## config.mk

```make
export PLATFORM = sky130hd
export DESIGN_NAME = id_stage
export DESIGN_NICKNAME = d
export VERILOG_FILES = /design/src/rtl/id_stage_pkg.sv /design/src/rtl/id_stage_decode.sv /design/src/rtl/id_stage.sv
export SDC_FILE = /design/constraint.sdc
export NUM_CORES = 1
export LEC_CHECK = 0
export ABC_AREA = 1
export BUFFER_PORTS_ARGS = -buffer_cell sky130_fd_sc_hd__buf_4
export CORE_ASPECT_RATIO = 0.7
export CORE_MARGIN = 2
export CORE_UTILIZATION = 53
export DETAILED_ROUTE_END_ITERATION = 8
export GPL_TIMING_DRIVEN = 0
export MAX_ROUTING_LAYER = met4
export PLACE_DENSITY = 0.89
export SETUP_SLACK_MARGIN = 0.1
export SYNTH_ARGS = -nofsm -noshare
export SYNTH_HDL_FRONTEND = slang
export SYNTH_SLANG_ARGS = --single-unit
```

## constraint.sdc

```tcl
create_clock -name clk -period 4.65 [get_ports clk]
set_input_delay 0.2325 -clock clk [delete_from_list [all_inputs] [get_ports clk]]
set_output_delay 0.2325 -clock clk [all_outputs]
set_load 0.02 [all_outputs]
```

## src/rtl/id_stage_pkg.sv

```systemverilog
// Shared ISA encodings and the decoded-bundle type for the IF->EX decode stage.
// Instruction layout: [15:13]class [12:11]func [10:8]rd [7:5]rs0 [4:2]rs1 [1:0]sub.
package id_stage_pkg;

  localparam logic [2:0] CLS_ALU_CAL     = 3'b000;
  localparam logic [2:0] CLS_ALU_IMM     = 3'b001;
  localparam logic [2:0] CLS_BRANCH      = 3'b010;
  localparam logic [2:0] CLS_BRANCH_JUMP = 3'b011;
  localparam logic [2:0] CLS_DM_FUN      = 3'b100;

  localparam logic [1:0] FUNC_LD            = 2'b00;
  localparam logic [1:0] FUNC_SD            = 2'b01;
  localparam logic [1:0] FUNC_BIN_SHIFT     = 2'b10;
  localparam logic [1:0] FUNC_BIN_SHIFT_IMM = 2'b11;

  typedef struct packed {
    logic [2:0] addr_0;
    logic [2:0] addr_1;
    logic [2:0] w_addr;
    logic [6:0] alu_op;
    logic       branch;
    logic       mem2reg;
    logic       alusrc;
    logic       rf_w_en;
    logic       dm_w_en;
    logic       dm_r_en;
    logic       is_jal;
    logic       illegal;
  } dec_t;

endpackage

```

## src/rtl/id_stage_decode.sv

```systemverilog
// Purely combinational instruction decoder: 16-bit word -> register addresses,
// extended immediate, ALU op and control enables. Illegal words decode to all zeros.
module id_stage_decode
  import id_stage_pkg::*;
#(
  parameter int DATA_W = 8
) (
  input  logic [15:0]       inst,
  output dec_t              dec,
  output logic [DATA_W-1:0] imm
);

  logic [2:0] cls;
  logic [1:0] func;
  logic [2:0] rd;
  logic [2:0] rs0;
  logic [2:0] rs1;
  logic [1:0] sub;

  logic is_cal;
  logic is_alu_imm;
  logic is_br;
  logic is_jal;
  logic is_ld;
  logic is_sd;
  logic is_shift_imm;
  logic legal;

  assign cls  = inst[15:13];
  assign func = inst[12:11];
  assign rd   = inst[10:8];
  assign rs0  = inst[7:5];
  assign rs1  = inst[4:2];
  assign sub  = inst[1:0];

  // Shift funcs have no sub=10 variant, and sub=11 is unused for every ALU func.
  assign is_cal       = (cls == CLS_ALU_CAL) && (sub != 2'b11) &&
                        !(func[1] && (sub == 2'b10));
  assign is_alu_imm   = (cls == CLS_ALU_IMM);
  assign is_br        = (cls == CLS_BRANCH) && (func != 2'b11);
  assign is_jal       = (cls == CLS_BRANCH_JUMP) && (func == 2'b00);
  assign is_ld        = (cls == CLS_DM_FUN) && (func == FUNC_LD);
  assign is_sd        = (cls == CLS_DM_FUN) && (func == FUNC_SD);
  assign is_shift_imm = is_cal && (func == FUNC_BIN_SHIFT_IMM);
  assign legal        = is_cal | is_alu_imm | is_br | is_jal | is_ld | is_sd;

  always_comb begin
    dec = '0;
    imm = '0;
    if (!legal) begin
      dec.illegal = 1'b1;
    end else begin
      dec.alu_op  = {inst[15:11], inst[1:0]};
      dec.addr_0  = (is_cal | is_alu_imm | is_br | is_ld | is_sd) ? rs0 : 3'd0;
      dec.addr_1  = ((is_cal && !is_shift_imm) | is_br | is_sd) ? rs1 : 3'd0;
      dec.w_addr  = (is_cal | is_alu_imm | is_jal | is_ld) ? rd : 3'd0;
      dec.rf_w_en = is_cal | is_alu_imm | is_jal | is_ld;
      dec.alusrc  = is_alu_imm | is_shift_imm;
      dec.branch  = is_br | is_jal;
      dec.mem2reg = is_ld;
      dec.dm_r_en = is_ld;
      dec.dm_w_en = is_sd;
      dec.is_jal  = is_jal;
      if (is_shift_imm) begin
        imm = {{(DATA_W-3){1'b0}}, inst[4:2]};
      end else if (is_alu_imm || is_ld) begin
        imm = {{(DATA_W-5){1'b0}}, inst[4:0]};
      end else if (is_br) begin
        imm = {{(DATA_W-5){inst[10]}}, inst[10:8], inst[1:0]};
      end else if (is_jal) begin
        imm = {{(DATA_W-8){inst[7]}}, inst[7:0]};
      end else if (is_sd) begin
        imm = {{(DATA_W-5){1'b0}}, inst[10:8], inst[1:0]};
      end
    end
  end

endmodule

```

## src/rtl/id_stage.sv

```systemverilog
// Registered decode stage with valid/ready on both sides, load-use stall,
// flush on taken branch, and a saturating illegal-instruction counter.
module id_stage
  import id_stage_pkg::*;
#(
  parameter int DATA_W    = 8,
  parameter int PC_W      = 8,
  parameter int ILL_CNT_W = 4,
  parameter int HAZARD_EN = 1
) (
  input  logic                 clk,
  input  logic                 rst,
  input  logic                 flush,
  input  logic                 if_valid,
  output logic                 if_ready,
  input  logic [15:0]          if_inst,
  input  logic [PC_W-1:0]      if_pc,
  output logic                 ex_valid,
  input  logic                 ex_ready,
  output logic [PC_W-1:0]      ex_pc,
  output logic [2:0]           ex_addr_0,
  output logic [2:0]           ex_addr_1,
  output logic [2:0]           ex_w_addr,
  output logic [DATA_W-1:0]    ex_imm,
  output logic [6:0]           ex_alu_op,
  output logic                 ex_branch,
  output logic                 ex_mem2reg,
  output logic                 ex_alusrc,
  output logic                 ex_rf_w_en,
  output logic                 ex_dm_w_en,
  output logic                 ex_dm_r_en,
  output logic                 ex_is_jal,
  output logic                 ex_illegal,
  output logic [ILL_CNT_W-1:0] ill_count
);

  dec_t              dec_in;
  logic [DATA_W-1:0] imm_in;

  logic                 ex_valid_q, ex_valid_d;
  logic [PC_W-1:0]      ex_pc_q, ex_pc_d;
  dec_t                 dec_q, dec_d;
  logic [DATA_W-1:0]    imm_q, imm_d;
  logic [ILL_CNT_W-1:0] ill_cnt_q, ill_cnt_d;

  logic hazard;
  logic accept;

  id_stage_decode #(.DATA_W(DATA_W)) u_decode (
    .inst (if_inst),
    .dec  (dec_in),
    .imm  (imm_in)
  );

  // Unused source fields decode to 0 and w_addr is non-zero here, so they never match.
  assign hazard = (HAZARD_EN != 0) && ex_valid_q && dec_q.mem2reg &&
                  (dec_q.w_addr != 3'd0) &&
                  ((dec_in.addr_0 == dec_q.w_addr) || (dec_in.addr_1 == dec_q.w_addr));

  assign if_ready = !rst && (flush || ((!ex_valid_q || ex_ready) && !hazard));
  assign accept   = if_valid && if_ready;

  always_comb begin
    ex_valid_d = ex_valid_q;
    ex_pc_d    = ex_pc_q;
    dec_d      = dec_q;
    imm_d      = imm_q;
    ill_cnt_d  = ill_cnt_q;
    if (flush) begin
      ex_valid_d = 1'b0;
    end else if (accept) begin
      ex_valid_d = 1'b1;
      ex_pc_d    = if_pc;
      dec_d      = dec_in;
      imm_d      = imm_in;
      if (dec_in.illegal && (ill_cnt_q != {ILL_CNT_W{1'b1}})) begin
        ill_cnt_d = ill_cnt_q + 1'b1;
      end
    end else if (ex_ready) begin
      ex_valid_d = 1'b0;
    end
  end

  always_ff @(posedge clk) begin
    if (rst) begin
      ex_valid_q <= 1'b0;
      ex_pc_q    <= '0;
      dec_q      <= '0;
      imm_q      <= '0;
      ill_cnt_q  <= '0;
    end else begin
      ex_valid_q <= ex_valid_d;
      ex_pc_q    <= ex_pc_d;
      dec_q      <= dec_d;
      imm_q      <= imm_d;
      ill_cnt_q  <= ill_cnt_d;
    end
  end

  assign ex_valid   = ex_valid_q;
  assign ex_pc      = ex_pc_q;
  assign ex_addr_0  = dec_q.addr_0;
  assign ex_addr_1  = dec_q.addr_1;
  assign ex_w_addr  = dec_q.w_addr;
  assign ex_imm     = imm_q;
  assign ex_alu_op  = dec_q.alu_op;
  assign ex_branch  = dec_q.branch;
  assign ex_mem2reg = dec_q.mem2reg;
  assign ex_alusrc  = dec_q.alusrc;
  assign ex_rf_w_en = dec_q.rf_w_en;
  assign ex_dm_w_en = dec_q.dm_w_en;
  assign ex_dm_r_en = dec_q.dm_r_en;
  assign ex_is_jal  = dec_q.is_jal;
  assign ex_illegal = dec_q.illegal;
  assign ill_count  = ill_cnt_q;

endmodule

```

==> impl_metrics.ini, run 1 <==
[run_status]
status = finished clean

[power]
pwr-share-comb_pct = 13.2
internal_power_uw = 700.8
seqPwrFrac_pct = 42.6
powerDensity_nw_per_um2 = 319.5
swShare_pct = 23.44
p_total_uw = 915.3
vdd_ir_drop_max_v = 0.0002925
clock_power_share_pct = 44.2
static-leakage-power_nw = 1.304
power.switching_uw = 214.6

[route]
antenna_left = 0
drtIter0Drc = 137
wirelength_mm = 5.553
drc_errors = 0
post_drt_via_cell_ratio = 5.111
vias = 2218
firstDrtPassIters = 5
wl_per_cell_um = 12.79

[sta]
setup_violations = 0
worst_pin_slew_ns = 0.5053
finalSetupTns_ns = 0
fin_skew_ns = 0.007305
slew_headroom_pct = 66.31
fin_crit_sh_pct = 45.70
period_minus_slack_ns = 2.125
rsz0062_at_grt = no
maxSlewViolCount = 0
max_clock_freq_mhz = 470.6
hold_viol = 0
holdWs_ns = 0.1818

[worst_setup_path]
arrival_ns = 1.89
path_cells = buf_4 -> nor2_1 -> nand3_1 -> nand2_1 -> nor2_2 -> nand2_4 -> nand2_1 -> nand2_1 -> nand2_1 -> nand3_1 -> nand2_2 -> a21oi_4 -> nor2_1 -> nor2_1 -> buf_4
cpMaxStageDelayCell = nand2_1
r2r_start = ex_w_addr[0]
worstPathMaxFanout = 7
r2r_cells = 8
crit_top_cell = nand2_1
end_kind = output pin
crit_type = in -> out
reg2reg_slack_ns = 2.76
cp-start-kind = input port
r2r-end = ex_imm[4]
cpPeakStageDelay_ns = 0.17
cp_data_required_time_ns = 4.42

[logic_synthesis]
yosys.area.top_type = dfxtp_1
synthCells = 301
synth_seq_cells = 44
synthArstFlopShare_pct = 0
synth_compound_area_share_pct = 14.70
synth.distinct_cells = 28
synth_xor_area_share_pct = 0.8368
synth_adder_area_share_pct = 0.5977
synth_fp_nets = 331
synth_seq_area_share_pct = 42.08
synth_top_area_share_pct = 42.08
netlist_area_um2 = 2093
yosysWarnings = 0
synth_top_family_by_area = simple AND/OR/NAND/NOR gates
synth_area_per_cell_um2 = 6.954
synth-edff-count = 0
synthFlopType = dfxtp_1
synth.area.mux_share_pct = 0
synth-simple-area-share_pct = 34.13
synth.area.top_cells = dfxtp_1, nand2_1, a21oi_1

[cts]
cts_buffers = 5
ctsHoldBuffers = 0
clockRootBuffer = clkbuf_8
clk_path_buf_depth = 2
clk_pin_slew_ns = 0.09
ctsResizeCount = 0
clock_sinks = 44
cts_tree = yes
post-cts-setup-buffers = 0
insertion_delay_ns = 0.30
htreeDepth = 2

[final_layout]
layout.cells.most_common = nand2_1
nNetsFinal = 411
syn_to_final_growth_pct = 36.88
drive_gt1_share_pct = 27.75
layout_common_cells = nand2_1, buf_4, dfxtp_1, a21oi_1, nor2_1
fillers = 316
antenna_cells = 0

[floorplan]
dieArea_um2 = 4476
initial_core_util_pct = 54.35
core_area_um2 = 3851
dieWidth_um = 79.12
num_rows = 19
io_pins = 75
die_h_um = 56.58

[global_routing]
antenna_found_initial = 0
grt_start_max_net_pins = 15
grt_pass1_wl_mm = 9.239
overflow = 0
grt_pass1_vias = 1987
grt_util_all_layers_pct = 27.13

[placed_design]
gp_congestion = 0.9794
dp_hpwl_mm = 4.212
portBuffers = 73

[flow_run]
maxCapViolCount = 0

[hold_path]
min_to = ex_pc[1]
min_path_type = in -> reg
hp-start = if_pc[1]
worstHoldPathCells = 3
-- layout make-up --
cell class | instances | area (um^2) | area share (%)
Sequential cell | 44 | 880.8 | 30.74
Multi-Input combinational cell | 221 | 1052 | 36.72
Inverter | 23 | 87.58 | 3.057
Timing Repair Buffer | 73 | 548.0 | 19.13
Tap cell | 52 | 65.06 | 2.271
Clock buffer | 5 | 68.82 | 2.402
Buffer | 13 | 72.57 | 2.533
Clock inverter | 3 | 90.09 | 3.144
-- per-layer routing --
metal / wire length, um / vias up / GRT usage, %
met1: 2662 / 992 / 38.62
met5: 0 / - / -
li1: - / 1130 / -
met4: 54 / 0 / 6.897
met2: 2434 / 88 / 39.59
met3: 401 / 8 / 5.627
-- logic make-up after synthesis --
family / Yosys count
and+or+nand+nor: 160
AOI/OAI and AO/OA: 58
DFF: 44
buffers and inverters: 36
xor gates and xnor gates: 2
adders and majority gates: 1
-- sequential cells by signal (all words and copies together), names as in the netlist, 3 cells and up --
name       cells
ex_imm         8
ex_pc          8
ex_alu_op      7
ill_count      4
ex_addr_0      3
ex_addr_1      3
ex_w_addr      3
-- worst max path at each step --
stage,start,slack (ns),to
floorplan,if_inst[15],2.74,ex_valid
global placement,if_inst[15],2.42,ex_imm[6]
finish,if_inst[12],2.52,if_ready
detailed placement,if_inst[12],2.35,ex_imm[6]
global route,if_inst[12],2.40,if_ready
CTS,if_inst[12],2.55,if_ready
-- synth_stat cells, types with 2 or more instances --
cell type,instances
nand2_1,94
dfxtp_1,44
a21oi_1,43
nor2_1,31
inv_1,20
nand3_1,19
o21ai_0,12
clkbuf_1,5
buf_2,4
nor2_2,4
buf_4,3
nor2_4,3
inv_2,2
nand2_2,2
nor3_1,2
-- power groups by stage --
| stage | clock network, mW | logic, mW | registers (mW) |
|---|---|---|---|
| finish | 0.404 | 0.121 | 0.390 |
| global route | 0.423 | 0.133 | 0.391 |
| CTS | 0.403 | 0.121 | 0.390 |
| detailed placement | 0 | 0.120 | 0.399 |
| global placement | 0 | 0.118 | 0.399 |
| floorplan | 0 | 0.0591 | 0.408 |
-- critical path: cells and delay by family --
family,cells,cell delay (ns)
simple gates,12,1.21
buf+inv,2,0.30
compound gates,1,0.16
-- per-stage QoR --
step	std cells	instance area, um^2	utilization (%)	setup slack [ns]
global route	434	2865	74.40	2.397
detailed placement	426	2706	70.27	2.349
finish	434	2865	74.40	2.525
floorplan	301	2093	-	2.736
CTS	434	2865	74.40	2.552
global placement	426	2706	70.27	2.415
Power figures use the tool's default switching activity.
==> run 2, diff against run 1 <==
--- a/config.mk
+++ b/config.mk
@@ -9,11 +9,11 @@
 export BUFFER_PORTS_ARGS = -buffer_cell sky130_fd_sc_hd__buf_4
 export CORE_ASPECT_RATIO = 0.7
 export CORE_MARGIN = 2
-export CORE_UTILIZATION = 53
+export CORE_UTILIZATION = 49
 export DETAILED_ROUTE_END_ITERATION = 8
 export GPL_TIMING_DRIVEN = 0
 export MAX_ROUTING_LAYER = met4
-export PLACE_DENSITY = 0.89
+export PLACE_DENSITY = 0.84
 export SETUP_SLACK_MARGIN = 0.1
 export SYNTH_ARGS = -nofsm -noshare
 export SYNTH_HDL_FRONTEND = slang
==> constraint.sdc (replaced) <==
create_clock -name clk -period 2.2 [get_ports clk]
set_input_delay 0.11 -clock clk [delete_from_list [all_inputs] [get_ports clk]]
set_output_delay 0.11 -clock clk [all_outputs]
set_load 0.02 [all_outputs]
==> run 2 against run 1 <==
  * Clock skew is 0.0020 ns lower
  * Non-clock buffer count is 1 higher
  * Largest power group is now sequential cells
  * Worst setup slack worse by 2.3 ns
  * Largest cell class unchanged
  * Cell count is 0.23% higher
  * Clock power is 29% higher
  * Global-route usage is 0.66 points lower
==> impl_metrics.ini, run 2 (same netlist as run 1, synthesis figures left out) <==
[cts]
ctsHoldBuffers = 0
insertion_delay_ns = 0.29
clockRootBuffer = clkbuf_8
cts_tree = yes
clk_pin_slew_ns = 0.08
cts_buffers = 5
clk_path_buf_depth = 2
htreeDepth = 2
ctsResizeCount = 0
clock_sinks = 44

[floorplan]
dieArea_um2 = 4819
die_h_um = 58.69
dieWidth_um = 82.12
core_area_um2 = 4018
io_pins = 75
num_rows = 19
initial_core_util_pct = 52.10

[worst_setup_path]
path_cells = buf_4 -> inv_1 -> nand3_1 -> nor2_4 -> nor2_8 -> nand2_4 -> nand2_1 -> nand2_1 -> nand2_1 -> nand3_1 -> nand2_2 -> a21oi_4 -> nand4_4 -> clkinv_2 -> buf_4 -> nand2_1 -> a21oi_1
r2r-end = ex_pc[0]
cp_data_required_time_ns = 2.42
crit_family = simple AND/OR/NAND/NOR gates
cpPeakStageDelay_ns = 0.25
crit_top_cell = nand2_1
crit_type = in -> reg
critPathBufInv = 4
r2r_cells = 8
end_kind = register
reg2reg_slack_ns = 0.31
r2r_start = ex_w_addr[1]
worstPathMaxFanout = 10
arrival_ns = 2.16
cp-start-kind = input port
cpMaxStageDelayCell = nor2_4

[placed_design]
portBuffers = 73
dp_hpwl_mm = 4.488
pre_cts_slack_ns = 0.01319
gp_congestion = 0.8979

[final_layout]
fillers = 373
layout_common_cells = nand2_1, buf_4, dfxtp_1, a21oi_1, nor2_1
syn_to_final_growth_pct = 34.07
ff_latch_area_um2 = 880.8
multi_input_comb_area_um2 = 1052
antenna_cells = 0
nNetsFinal = 412
drive_gt1_share_pct = 27.94
layout.cells.most_common = nand2_1

[hold_path]
min_to = ex_pc[7]
min_path_type = in -> reg
hp-start = if_pc[7]
worstHoldPathCells = 3

[sta]
period_minus_slack_ns = 1.937
setup_slack_ns = 0.2635
fin_crit_sh_pct = 88.02
rsz0062_at_grt = no
worst_pin_slew_ns = 0.5742
finalSetupTns_ns = 0
hold_viol = 0
slew_headroom_pct = 61.72
holdWs_ns = 0.06904
setup_violations = 0
fin_skew_ns = 0.005342
max_clock_freq_mhz = 516.4
maxSlewViolCount = 0

[power]
p_total_mw = 1.606
vdd_ir_drop_max_v = 0.0003780
powerDensity_nw_per_um2 = 572.1
static-leakage-power_nw = 1.282

[run_status]
status = finished clean

[global_routing]
grt_start_max_net_pins = 14
antenna_found_initial = 0
grt_util_all_layers_pct = 26.47
overflow = 0
grt_pass1_wl_mm = 9.377
grt_pass1_vias = 2007

[route]
vias = 2232
post_drt_via_cell_ratio = 5.131
drtIter0Drc = 133
wl_per_cell_um = 13.41
wirelength_mm = 5.835
drc_errors = 0
antenna_left = 0
firstDrtPassIters = 4

[flow_run]
maxCapViolCount = 0
[run 2: metrics by stage]
stage | cell area, um^2 | instances | utilization [%]
4_1_cts | 2799 | 434 | 69.67
6_report | 2806 | 435 | 69.85
2_1_floorplan | 2093 | 301 | -
3_5_place_dp | 2706 | 426 | 67.36
5_1_grt | 2806 | 435 | 69.85
3_3_place_gp | 2706 | 426 | 67.36
[run 2: how the worst max path moves through the flow]
stage | slack (ns) | cells past startpoint | endpoint | from
after global placement | 0.07 | 17 | ex_imm[4] | if_inst[15]
after global routing | 0.07 | 17 | ex_imm[4] | if_inst[15]
after detailed placement | 0.01 | 17 | ex_pc[0] | if_inst[15]
after CTS | 0.31 | 17 | ex_pc[0] | if_inst[15]
after floorplan | 0.41 | 17 | ex_valid | if_inst[15]
final | 0.26 | 17 | ex_pc[0] | if_inst[15]
[run 2: layout make-up]
type	count	area share (%)
multi-input combinational	221	37.49
sequential	44	31.39
timing repair buffer	74	19.79
inverter	23	3.121
clock buffer	6	2.942
buffer	13	2.586
tap	52	2.318
clock inverter	2	0.3567
[run 2: metal layers]
layer	wire, um	track usage, %	part of all wire, %
met3	383	4.908	6.6
met5	0	-	0
met2	2604	38.91	45
met1	2814	38.32	48
met4	32	5.238	0.55
[run 2: what timing repair did]
| action | CTS | global route |
|---|---|---|
| setup buffers | 0 | 1 |
| setup endpoints to repair | 0 | 2 |
| endpoints found under the hold margin | 0 | 0 |
[run 2: tightest hold or removal path: stages]
cell and delay [ns]:
buf_4 0.11, nand2_1 0.05, a21oi_1 0.05
[run 2: report_power, final]
part | switching [mW] | internal, mW
Combinational | 0.157 | 0.101
Clock | 0.272 | 0.251
Sequential | 0.0121 | 0.813
==> run 3, diff against run 2 <==
--- a/config.mk
+++ b/config.mk
@@ -14,6 +14,7 @@
 export GPL_TIMING_DRIVEN = 0
 export MAX_ROUTING_LAYER = met4
 export PLACE_DENSITY = 0.84
+export REMOVE_ABC_BUFFERS = 1
 export SETUP_SLACK_MARGIN = 0.1
 export SYNTH_ARGS = -nofsm -noshare
 export SYNTH_HDL_FRONTEND = slang
==> constraint.sdc (replaced) <==
create_clock -name clk -period 2.13 [get_ports clk]
set_input_delay 0.1065 -clock clk [delete_from_list [all_inputs] [get_ports clk]]
set_output_delay 0.1065 -clock clk [all_outputs]
set_load 0.02 [all_outputs]
==> run 3 against run 2 <==
  * Worst setup slack got worse by 0.076 ns
  * Combinational power increased by 12%
  * Clock power increased by 34%
  * First-iteration DRC count decreased by 11%
  * Register-to-register slack got worse by 0.07 ns
  * Hold slack got worse by 0.011 ns
  * Non-clock buffer count decreased by 5
  * Die area unchanged
  * Critical path depth decreased by 2
  * Total power increased by 15%
  * Cell count decreased by 0.46%
  * Clock skew increased by 0.0031 ns
  * Critical endpoint is now if_ready
  * Largest power group unchanged
==> impl_metrics.ini, run 3 (same netlist as run 1, synthesis figures left out) <==
[cts]
insertion_delay_ns = 0.31
clock_sinks = 44
clk_path_buf_depth = 2
clk_pin_slew_ns = 0.08
htreeDepth = 2
clockRootBuffer = clkbuf_8
ctsHoldBuffers = 0
cts_buffers = 5
cts_tree = yes

[power]
clock_power_share_pct = 38.0
internal_power_mw = 1.366
powerDensity_nw_per_um2 = 619.2
swShare_pct = 25.80
pwr-share-comb_pct = 15.8
vdd_ir_drop_max_v = 0.0004230
power.switching_uw = 475.1
static-leakage-power_nw = 1.330
p_total_mw = 1.842
seqPwrFrac_pct = 46.2

[final_layout]
post-route-util_pct = 74.03
syn_to_final_growth_pct = 42.08
layout_common_cells = nand2_1, buf_4, dfxtp_1, a21oi_1, nor2_1
multi_input_comb_area_um2 = 1175
layout.cells.most_common = nand2_1
nNetsFinal = 410
drive_gt1_share_pct = 33.07
ff_latch_area_um2 = 880.8
antenna_cells = 0
fillers = 331

[floorplan]
num_rows = 19
die_h_um = 58.69
initial_core_util_pct = 52.10
io_pins = 75
dieArea_um2 = 4819
core_area_um2 = 4018
dieWidth_um = 82.12

[worst_setup_path]
cp_data_required_time_ns = 2.02
r2r-end = ex_addr_1[1]
r2r_cells = 10
reg2reg_slack_ns = 0.24
worstPathMaxFanout = 7
crit_type = in -> out
cp-start-kind = input port
end_kind = output pin
arrival_ns = 1.84
r2r_start = ex_w_addr[0]

[sta]
period_minus_slack_ns = 1.943
hold_viol = 0
maxSlewViolCount = 0
max_clock_freq_mhz = 514.7
fin_crit_sh_pct = 91.22
worst_pin_slew_ns = 0.4440
rsz0062_at_grt = no
slew_headroom_pct = 70.33
fin_skew_ns = 0.008394
setup_violations = 0

[route]
antenna_left = 0
wl_per_cell_um = 13.25
wirelength_mm = 5.739
drtIter0Drc = 118
firstDrtPassIters = 4
vias = 2252
post_drt_via_cell_ratio = 5.201
drc_errors = 0

[hold_path]
min_path_type = in -> reg
min_to = ex_pc[2]
worstHoldPathCells = 3
hp-start = if_pc[2]

[global_routing]
grt_start_max_net_pins = 43
grt_pass1_wl_mm = 8.438
antenna_found_initial = 0
grt_util_all_layers_pct = 23.85
grt_pass1_vias = 1805
overflow = 0

[run_status]
status = finished clean

[placed_design]
dp_hpwl_mm = 3.653
gp_congestion = 0.8724
portBuffers = 74

[flow_run]
maxCapViolCount = 0
[run 3: changes by cell type in the layout (fill, tap and decap cells not counted), moves of 3 or more]
cell	change
clkbuf_1	-5
nor2_1	-3
nand2_2	+6
nand3_2	+3
buf_4	+4
nand2_1	-8
nor2_4	+3
buf_2	-4
clkinv_2	-3
nand3_1	-3
[run 3: worst max-delay path: stages]
cell and delay [ns]:
buf_4 0.13, nor2_4 0.14, nand2_2 0.09, nor2_4 0.17, nor2_8 0.06, nand2_4 0.12
nand2_2 0.07, nand2_1 0.06, nand2_1 0.04, nand3_1 0.09, nand2_2 0.07, a21oi_4 0.28
nor2_2 0.07, nor2_1 0.15, buf_4 0.17
[run 3: power groups by stage]
stage	Combinational, mW	Sequential [mW]	Clock [mW]
after floorplan	0.110	0.892	0
after global placement	0.245	0.870	0
after detailed placement	0.248	0.871	0
after CTS	0.263	0.851	0.711
after global routing	0.315	0.853	0.750
final	0.290	0.851	0.700
[run 3: worst max-delay path by stage]
stage / from / to / depth (start not counted)
3_5_place_dp: if_inst[15] / ex_alu_op[5] / 16
6_report: if_inst[13] / if_ready / 15
2_1_floorplan: if_inst[15] / ex_alu_op[5] / 15
4_1_cts: if_inst[15] / ex_addr_1[1] / 15
3_3_place_gp: if_inst[15] / ex_branch / 16
5_1_grt: if_inst[13] / if_ready / 17
[run 3: cell type report]
type / count / area share, %
Timing Repair Buffer: 82 / 21.12
Tap cell: 52 / 2.188
Clock buffer: 7 / 3.239
Multi-Input combinational cell: 224 / 39.50
Clock inverter: 1 / 1.010
Inverter: 23 / 3.324
Sequential cell: 44 / 29.62
[run 3: repair_timing]
item / in CTS / in global routing
buffers inserted: 2 / 6
cloned: 2 / 1
pin swaps: 1 / 16
gates resized for setup: 3 / 22
endpoints found under the setup margin: 43 / 43
[run 3: metal layers]
metal,track usage [%],part of all wire (%)
met2,35.77,44
met3,7.515,10
met4,6.190,1.0
met1,31.37,44
met5,-,0
[run 3: through the flow]
stage	setup slack [ns]	hold WS, ns	setup TNS (ns)	area, um^2	cells
6_report	0.1870	0.05847	0	2974	433
5_1_grt	0.05755	0.04774	0	2974	433
4_1_cts	0.1297	0.05233	0	2840	426
3_5_place_dp	-0.8632	0.3675	-26.99	2641	414
3_3_place_gp	-0.8085	0.3652	-25.62	2641	414
2_1_floorplan	-0.1379	0.1756	-1.359	2021	288
